[src/rtl/mul_sequencer_if.sv]
// Decoder-side handshake bundle for the iterative multiplier: request, operands,
// flush, and the stall/done/result signals returned to the pipeline.
interface mul_sequencer_if #(
    parameter int XLEN = 32
);
    logic            start_mul;
    logic [2:0]      funct3;
    logic [XLEN-1:0] rs1_val;
    logic [XLEN-1:0] rs2_val;
    logic            flush;
    logic            stall;
    logic            busy;
    logic            mul_done;
    logic [XLEN-1:0] mul_result;

    modport master (
        output start_mul, funct3, rs1_val, rs2_val, flush,
        input  stall, busy, mul_done, mul_result
    );

    modport slave (
        input  start_mul, funct3, rs1_val, rs2_val, flush,
        output stall, busy, mul_done, mul_result
    );
endinterface

[src/rtl/mul_sequencer.sv]
// Radix-2 shift-add multiplier for the RV32M MUL group; operands are reduced to
// magnitudes at start, the sign is reapplied to the full product on the last step.
module mul_sequencer #(
    parameter int XLEN = 32
) (
    input  logic             clk,
    input  logic             reset,
    mul_sequencer_if.slave   bus
);
    localparam int CW = $clog2(XLEN) + 1;

    typedef enum logic [1:0] {IDLE, BUSY, DONE} state_t;

    state_t            state, state_nxt;
    logic [XLEN-1:0]   mcand;
    logic [XLEN-1:0]   mplier;
    logic              neg;
    logic [1:0]        op;
    logic [CW-1:0]     counter;
    logic [2*XLEN-1:0] acc;
    logic [XLEN-1:0]   result;

    logic              start_ok;
    logic              a_neg, b_neg;
    logic [XLEN-1:0]   a_abs, b_abs;
    logic              last;
    logic [2*XLEN-1:0] partial, acc_sum, prod;
    logic [XLEN-1:0]   prod_slice;

    always_comb begin
        start_ok   = bus.start_mul && !bus.funct3[2] && !bus.flush;
        // MULH: both signed; MULHSU: only rs1 signed; MUL/MULHU treated as unsigned.
        a_neg      = ((bus.funct3[1:0] == 2'b01) || (bus.funct3[1:0] == 2'b10)) && bus.rs1_val[XLEN-1];
        b_neg      = (bus.funct3[1:0] == 2'b01) && bus.rs2_val[XLEN-1];
        a_abs      = a_neg ? ('0 - bus.rs1_val) : bus.rs1_val;
        b_abs      = b_neg ? ('0 - bus.rs2_val) : bus.rs2_val;
        last       = (counter == CW'(XLEN - 1));
        partial    = mplier[0] ? ({{XLEN{1'b0}}, mcand} << counter) : '0;
        acc_sum    = acc + partial;
        prod       = neg ? ('0 - acc_sum) : acc_sum;
        prod_slice = (op == 2'b00) ? prod[XLEN-1:0] : prod[2*XLEN-1:XLEN];
    end

    always_comb begin
        state_nxt = state;
        case (state)
            IDLE:    if (start_ok) state_nxt = BUSY;
            BUSY:    if (last)     state_nxt = DONE;
            DONE:                  state_nxt = IDLE;
            default:               state_nxt = IDLE;
        endcase
        if (bus.flush) state_nxt = IDLE;

        bus.stall      = !reset && !bus.flush &&
                         (((state == IDLE) && bus.start_mul && !bus.funct3[2]) || (state == BUSY));
        bus.busy       = (state != IDLE);
        bus.mul_done   = (state == DONE) && !bus.flush;
        bus.mul_result = result;
    end

    always_ff @(posedge clk or posedge reset) begin
        if (reset) state <= IDLE;
        else       state <= state_nxt;
    end

    always_ff @(posedge clk or posedge reset) begin
        if (reset) begin
            mcand   <= '0;
            mplier  <= '0;
            neg     <= 1'b0;
            op      <= 2'b00;
            counter <= '0;
            acc     <= '0;
            result  <= '0;
        end else if ((state == IDLE) && start_ok) begin
            mcand   <= a_abs;
            mplier  <= b_abs;
            neg     <= a_neg ^ b_neg;
            op      <= bus.funct3[1:0];
            counter <= '0;
            acc     <= '0;
        end else if ((state == BUSY) && !bus.flush) begin
            acc     <= acc_sum;
            mplier  <= mplier >> 1;
            counter <= counter + CW'(1);
            if (last) result <= prod_slice;
        end
    end
endmodule

[src/flat_wrapper.sv]
// flat-port wrapper written by rule: the top's interface ports become plain ports
module mul_sequencer_flat 
#(
    parameter int XLEN = 32
)
  (clk, reset, bus_start_mul, bus_funct3, bus_rs1_val, bus_rs2_val, bus_flush, bus_stall, bus_busy, bus_mul_done, bus_mul_result);
  mul_sequencer_if #(.XLEN(XLEN)) bus_i ();
  input  logic clk;
  input  logic reset;
  input wire logic [$bits(bus_i.start_mul)-1:0] bus_start_mul;
  input wire logic [$bits(bus_i.funct3)-1:0] bus_funct3;
  input wire logic [$bits(bus_i.rs1_val)-1:0] bus_rs1_val;
  input wire logic [$bits(bus_i.rs2_val)-1:0] bus_rs2_val;
  input wire logic [$bits(bus_i.flush)-1:0] bus_flush;
  output wire logic [$bits(bus_i.stall)-1:0] bus_stall;
  output wire logic [$bits(bus_i.busy)-1:0] bus_busy;
  output wire logic [$bits(bus_i.mul_done)-1:0] bus_mul_done;
  output wire logic [$bits(bus_i.mul_result)-1:0] bus_mul_result;
  assign bus_i.start_mul = bus_start_mul;
  assign bus_i.funct3 = bus_funct3;
  assign bus_i.rs1_val = bus_rs1_val;
  assign bus_i.rs2_val = bus_rs2_val;
  assign bus_i.flush = bus_flush;
  assign bus_stall = bus_i.stall;
  assign bus_busy = bus_i.busy;
  assign bus_mul_done = bus_i.mul_done;
  assign bus_mul_result = bus_i.mul_result;
  mul_sequencer #(.XLEN(XLEN)) u_core (.clk(clk), .reset(reset), .bus(bus_i));
endmodule
[config.mk]
export PLATFORM = sky130hd
export DESIGN_NAME = mul_sequencer_flat
export DESIGN_NICKNAME = d
export VERILOG_FILES = /design/src/rtl/mul_sequencer_if.sv /design/src/rtl/mul_sequencer.sv /design/src/flat_wrapper.sv
export SDC_FILE = /design/constraint.sdc
export NUM_CORES = 1
export LEC_CHECK = 0
export ABC_AREA = 1
export BUFFER_PORTS_ARGS = -buffer_cell sky130_fd_sc_hd__buf_2
export CELL_PAD_IN_SITES_DETAIL_PLACEMENT = 0
export CELL_PAD_IN_SITES_GLOBAL_PLACEMENT = 1
export CORE_AREA = 2 2 206 208
export CTS_CLUSTER_SIZE = 25
export DETAILED_ROUTE_END_ITERATION = 6
export DIE_AREA = 0 0 208 210
export MAX_ROUTING_LAYER = met4
export PLACE_DENSITY_LB_ADDON = 0.1
export SKIP_LAST_GASP = 1
export SLEW_MARGIN = 20
export SYNTH_ARGS = -nofsm -noshare
export SYNTH_HDL_FRONTEND = slang
export SYNTH_SLANG_ARGS = --single-unit
export TNS_END_PERCENT = 50
[constraint.sdc]
create_clock -name clk -period 12.5 [get_ports clk]
set_input_delay 1.875 -clock clk [delete_from_list [all_inputs] [get_ports clk]]
set_output_delay 1.875 -clock clk [all_outputs]
set_load 0.01 [all_outputs]
# Word level (Yosys, flattened, before mapping)
# Index checks and enable logic that the tools add are counted.
[op_classes]
n_mux = 15
reduce_logical = 22
eq_ne = 7
shifts = 1
n_addsub = 5
bitwise_logic = 2
[ops]
columns = ["cell", "count"]
rows = [
  ["two-way mux 64 bit", 4],
  ["two-way mux 32 bit", 5],
  ["adder 64 bit", 1],
  ["<< shifter 32 x 6 -> 64 bit", 1],
  ["subtractor 1 x 32 -> 32 bit (first input constant)", 2],
  ["subtractor 1 x 64 -> 64 bit (first input constant)", 1],
  ["two-way mux 6 bit", 2],
  ["logical AND 1 bit", 11],
  ["adder 6 x 1 -> 6 bit (second input constant)", 1],
  ["equality test 6 x 5 -> 1 bit (second input constant)", 1],
  ["two-way mux 2 bit", 3],
  ["inequality test 3 x 2 -> 1 bit (second input constant)", 2],
  ["equality test 2 x 1 -> 1 bit (second input constant)", 2],
  ["equality test 2 bit (second input constant)", 2],
  ["logical NOT 2 bit", 2],
  ["case mux 2 bit (2 select lines)", 1],
  ["nonzero test 2 bit", 2],
  ["logical NOT 1 bit", 3],
  ["AND reduction 3 bit", 1],
  ["logical OR 1 bit", 2],
  ["AND reduction 2 bit", 1],
  ["inverter 1 bit", 1],
  ["bitwise XOR 1 bit", 1],
]
[word_totals]
word_cells = 60
in_bits = 71
ff_bits = 171
out_inout_bits = 35

# Depth between registers and ports, before layout
[logic_depth]
ltp_word = 6
depth_mapped = 38
depth_no_buf = 37

# Worst setup path before layout
# No wires, ideal clock.
[synth_path]
path_type = "input-to-output"
start = "in bus_flush"
end = "out bus_stall"
path_slack_ns = 7.432
stages = 7
path_buffers = 2
t_arrival_ns = 3.193
cell_sequence = "nor3_2 -> inv_1 -> nand2_1 -> inv_2 -> clkbuf_1 -> buf_1 -> nor2_1"
[synth_via]
elab_chain_cells = 3
[synth_rtl]
columns = ["element", "line_no", "text"]
rows = [
  ["start: declaration", "flat_wrapper.sv:14", "input wire logic [$bits(bus_i.flush)-1:0] bus_flush;"],
  ["logical NOT 1 bit", "mul_sequencer.sv:54", "bus.stall = !reset && !bus.flush &&"],
  ["logical AND 1 bit (2 in series)", "mul_sequencer.sv:54", ""],
  ["end: declaration", "flat_wrapper.sv:15", "output wire logic [$bits(bus_i.stall)-1:0] bus_stall;"],
]
# Every way passes these cells.

# Worst setup path after layout
[layout_path]
start = "reg u_core.counter[1]"
end = "reg u_core.result[10] (netlist: u_core.bus.mul_result[10])"
[layout_via]
elab_chain_cells = 6
word_cells_on_any_way = 8
classes_between = "2 x add/sub; 1 x eq/ne; 1 x shift; 3 x mux; 1 x reduce/logical"
[layout_rtl]
columns = ["element", "line_no", "text"]
rows = [
  ["start: declaration", "mul_sequencer.sv:19", "logic [CW-1:0] counter;"],
  ["start signal: assignment", "mul_sequencer.sv:85", "counter <= counter + CW'(1);"],
  ["<< shifter 32 x 6 -> 64 bit", "mul_sequencer.sv:38", "partial = mplier[0] ? ({{XLEN{1'b0}}, mcand} << counter) : '0;"],
  ["two-way mux 64 bit", "mul_sequencer.sv:38", ""],
  ["adder 64 bit", "mul_sequencer.sv:39", "acc_sum = acc + partial;"],
  ["subtractor 1 x 64 -> 64 bit", "mul_sequencer.sv:40", "prod = neg ? ('0 - acc_sum) : acc_sum;"],
  ["two-way mux 64 bit", "mul_sequencer.sv:40", ""],
  ["two-way mux 32 bit", "mul_sequencer.sv:41", "prod_slice = (op == 2'b00) ? prod[XLEN-1:0] : prod[2*XLEN-1:XLEN];"],
  ["end signal: assignment", "mul_sequencer.sv:86", "if (last) result <= prod_slice;"],
  ["end: declaration", "mul_sequencer.sv:21", "logic [XLEN-1:0] result;"],
]
# Parallel ways exist; a longest one is shown, timed or not.
# A chain may end at the register's enable or synchronous reset.

==> results by group <==
Clocking
  – Cts bufs inserted: 17
  – Clk sink count: 171
  – Skew-Pair Late Insertion Delay: 480 ps
  – Setup Fix Bufs, Post-CTS: 0
  – Worst-case clock buffer depth: 2
  – CTS Hold Bufs: 0
  – H-tree depth: 4
  – Reg clk slew, reported paths: 70 ps
  – CTS tree: done
  – Resized cells post-CTS: 0
  – Clock root buffer: clkbuf_16

Place
  – PortBufs: 105
  – Setup WS pre-CTS: 5790 ps
  – DP Wirelength: 65500 um
  – Final GP Congestion: 1.05

Die
  – Core Region: 41500 sq um
  – Die ar.: 43700 sq um
  – Num rows: 75
  – Number of top-level pins: 106
  – Die height: 210 um
  – Starting density of the core: 0.463
  – Die X: 208 um

Yosys
  – Synth area leaders: nand2_1 24%, dfrtp_1 22%, inv_1 10%
  – Post-Syn Nets: 3580
  – Most area-hungry cell type in the Yosys netlist: nand2_1
  – Yosys top cell area share: 0.243
  – Number of flops mapped to enable cells by yosys: 0
  – Ys async rst share: 1.00
  – Library cells used by synthesis: 57
  – Commonest register cell after synthesis: dfrtp_1
  – Post-Syn Area: 19200 sq um
  – Synth Register Bits: 171
  – Post-synthesis mux area share: 0.00312
  – Syn Inst Count: 3440
  – Ys Warns: 0
  – Sequential-to-total area share from yosys stat: 0.223
  – Syn avg cell area: 5.59 sq um
  – Synth Area in Compound Gates: 0.152
  – Synth Area in XOR/XNOR: 0.0173
  – Largest family of logic cells by synthesized area: simple AND/OR/NAND/NOR gates
  – Post-Synth Simple-Gate Area: 0.433
  – Adder-cell share of the synthesized area: 0.0453

GRT
  – First-pass GRT wire length: 120000 um
  – Total GRT Usage: 0.372
  – Vias in the first global route: 20400
  – Largest net degree at the start of global routing: 85
  – Gr ovfl total: 0
  – Initial antenna violation count: 1

Power and ir drop
  – Max VDD drop: 0.137 mV
  – Pleak: 11.4 nW
  – Pwr dens: 199 nW/um^2

Hold path
  – Min-delay src: u_core.mplier[8]$_DFFE_PP0P_
  – Hold Crit Depth: 2
  – Worst Hold End: u_core.mplier[8]$_DFFE_PP0P_
  – Hold Crit Class: flop to flop

Worst setup path
  – WP data required: 12840 ps
  – Startpoint Class: flop
  – R2r startpoint: u_core.counter[1]$_DFFE_PP0P_
  – Most frequent CP cell: nand2_1
  – Crit path DAT: 7330 ps
  – Worst path max stage delay: 950 ps
  – Worst-path fanout max: 36
  – Crit Path Class: flop to flop
  – Worst reg2reg endpoint: u_core.bus.mul_result[10]$_DFFE_PP0P_
  – Crit end category: flop
  – Setup slack, reg-to-reg: 5500 ps
  – Crit path max-delay cell type: dfrtp_1
  – R2R depth: 25

STA
  – Period utilisation layout: 0.560
  – Final hold violation count: 0
  – Count of final max-slew check failures: 0
  – Layout Skew: 11.7 ps
  – Setup-failing EPs final: 0
  – Tmin final: 7000 ps
  – Worst slew pin tran: 1080 ps
  – RSZ-0062 raised after global routing: false
  – Total negative slack: 0 ps
  – Relative slew slack: 0.275
  – Setup ws final: 5500 ps
  – F_max: 143 MHz

Layout
  – Number of nets in the layout: 3619
  – Layout cells sized above 1: 0.0917
  – Area growth, synth to finish: 8.16%

Route
  – WL per Instance: 19.8 um
  – Detail Route Antenna Nets: 0
  – Total Wirelength: 79900 um
  – Vias: 22300
  – DR iter-0 viols: 2288
  – Residual DRC: 0
  – DRT Pass-1 Iters: 5
  – Vias per cell: 5.52

Run
  – Maxcap violations: 0

Status
  – Status: finished, final reports clean
## layout by cell type, fill, tap and decap left out, drive strengths merged, types with 5 or more instances in the layout
cell type,count
a21oi,116
o21ai,307
nor3,40
o31ai,10
nand2,1303
clkbuf,19
nor4,5
inv,545
buf,123
nand3b,9
o221ai,10
and2,7
nor2,379
o22ai,32
clkinv,7
or2,10
dfrtp,171
ha,68
o211ai,14
xor2,29
nand4,33
xnor2,8
nand3,199
mux2i,6
a31oi,21
## metal layers
layer  share of wire  track usage
met1            0.44        0.496
met2            0.43        0.556
met3           0.084       0.0600
met4           0.049        0.171
met5               0            -
## state kept, by name, summed over array words and instances, names as in the netlist
register and count:
u_core.op 2, u_core.neg 1, u_core.counter 6, u_core.acc 64, u_core.bus.mul_result 32, u_core.mplier 32, u_core.mcand 32, u_core.state 2
## stage by stage
stage | std cells | total power [mW] | hold WS (ps) | utilization | cell area (sq um)
floorplan | 3440 | 2.66 | 449 | - | 19200
global placement | 3999 | 3.43 | 464 | 0.486 | 20200
detailed placement | 3999 | 3.47 | 474 | 0.487 | 20200
CTS | 4030 | 4.06 | 492 | 0.501 | 20800
global route | 4031 | 4.45 | 512 | 0.501 | 20800
finish | 4031 | 4.14 | 492 | 0.501 | 20800
## cell usage after synthesis (7+ instances only)
master / instances
o21ai_0: 293
clkbuf_1: 79
o21ai_1: 9
or2_2: 9
a31oi_1: 21
nor3_1: 34
o221ai_1: 10
nand2_1: 1245
xnor2_1: 7
nor2_2: 22
nand3b_1: 9
dfrtp_1: 171
a21oi_2: 9
xor2_1: 29
nand3_2: 12
nand3_1: 186
inv_2: 20
o31ai_1: 10
nor2_4: 8
a21oi_1: 106
o22ai_1: 32
ha_1: 68
nand4_1: 32
inv_1: 518
nor2_1: 349
nand2_2: 53
buf_1: 18
o211ai_1: 14
## worst max-delay path: cells and delay by family, from the launching register on
family          cells  cell delay, ps
buf+inv             2            1010
fa+ha+maj           1             430
flops               1             950
compound gates      5            1740
simple gates       17            2710
## worst max path at each step
stage	start	endpoint	slack [ps]	depth (start not counted)
2_1_floorplan	reset	u_core.acc[0]$_DFFE_PP0P_	5990	1
3_3_place_gp	u_core.counter[1]$_DFFE_PP0P_	u_core.bus.mul_result[10]$_DFFE_PP0P_	5860	27
3_5_place_dp	u_core.counter[1]$_DFFE_PP0P_	u_core.bus.mul_result[10]$_DFFE_PP0P_	5790	25
4_1_cts	u_core.counter[1]$_DFFE_PP0P_	u_core.bus.mul_result[10]$_DFFE_PP0P_	5730	25
5_1_grt	u_core.counter[1]$_DFFE_PP0P_	u_core.bus.mul_result[10]$_DFFE_PP0P_	5160	25
6_report	u_core.counter[1]$_DFFE_PP0P_	u_core.bus.mul_result[10]$_DFFE_PP0P_	5500	25
## area by class of cell
class,count,area [sq um]
fillers,4513,20700
multi-input cells,2623,12500
flip-flops and latches,171,4280
inverters,543,2040
well taps,539,674
repair buffers,123,661
clock buffers,19,453
clock inverters,12,154
diodes,1,2.50
## power by group
part / internal [mW] / switching (mW) / leakage (nW)
sequential: 0.676 / 0.0936 / 2.19
clock: 0.311 / 0.268 / 0.297
combinational: 0.769 / 2.02 / 8.90
## cell families after synthesis
| kind of cell | after synthesis |
|---|---|
| AO/OA/AOI/OAI | 525 |
| XOR/XNOR | 37 |
| adder cells (fa/ha/maj) | 69 |
| buffers and inverters | 646 |
| flip-flops | 171 |
| multiplexers | 6 |
| AND/OR/NAND/NOR | 1986 |
(Power assumes the default switching activity.)
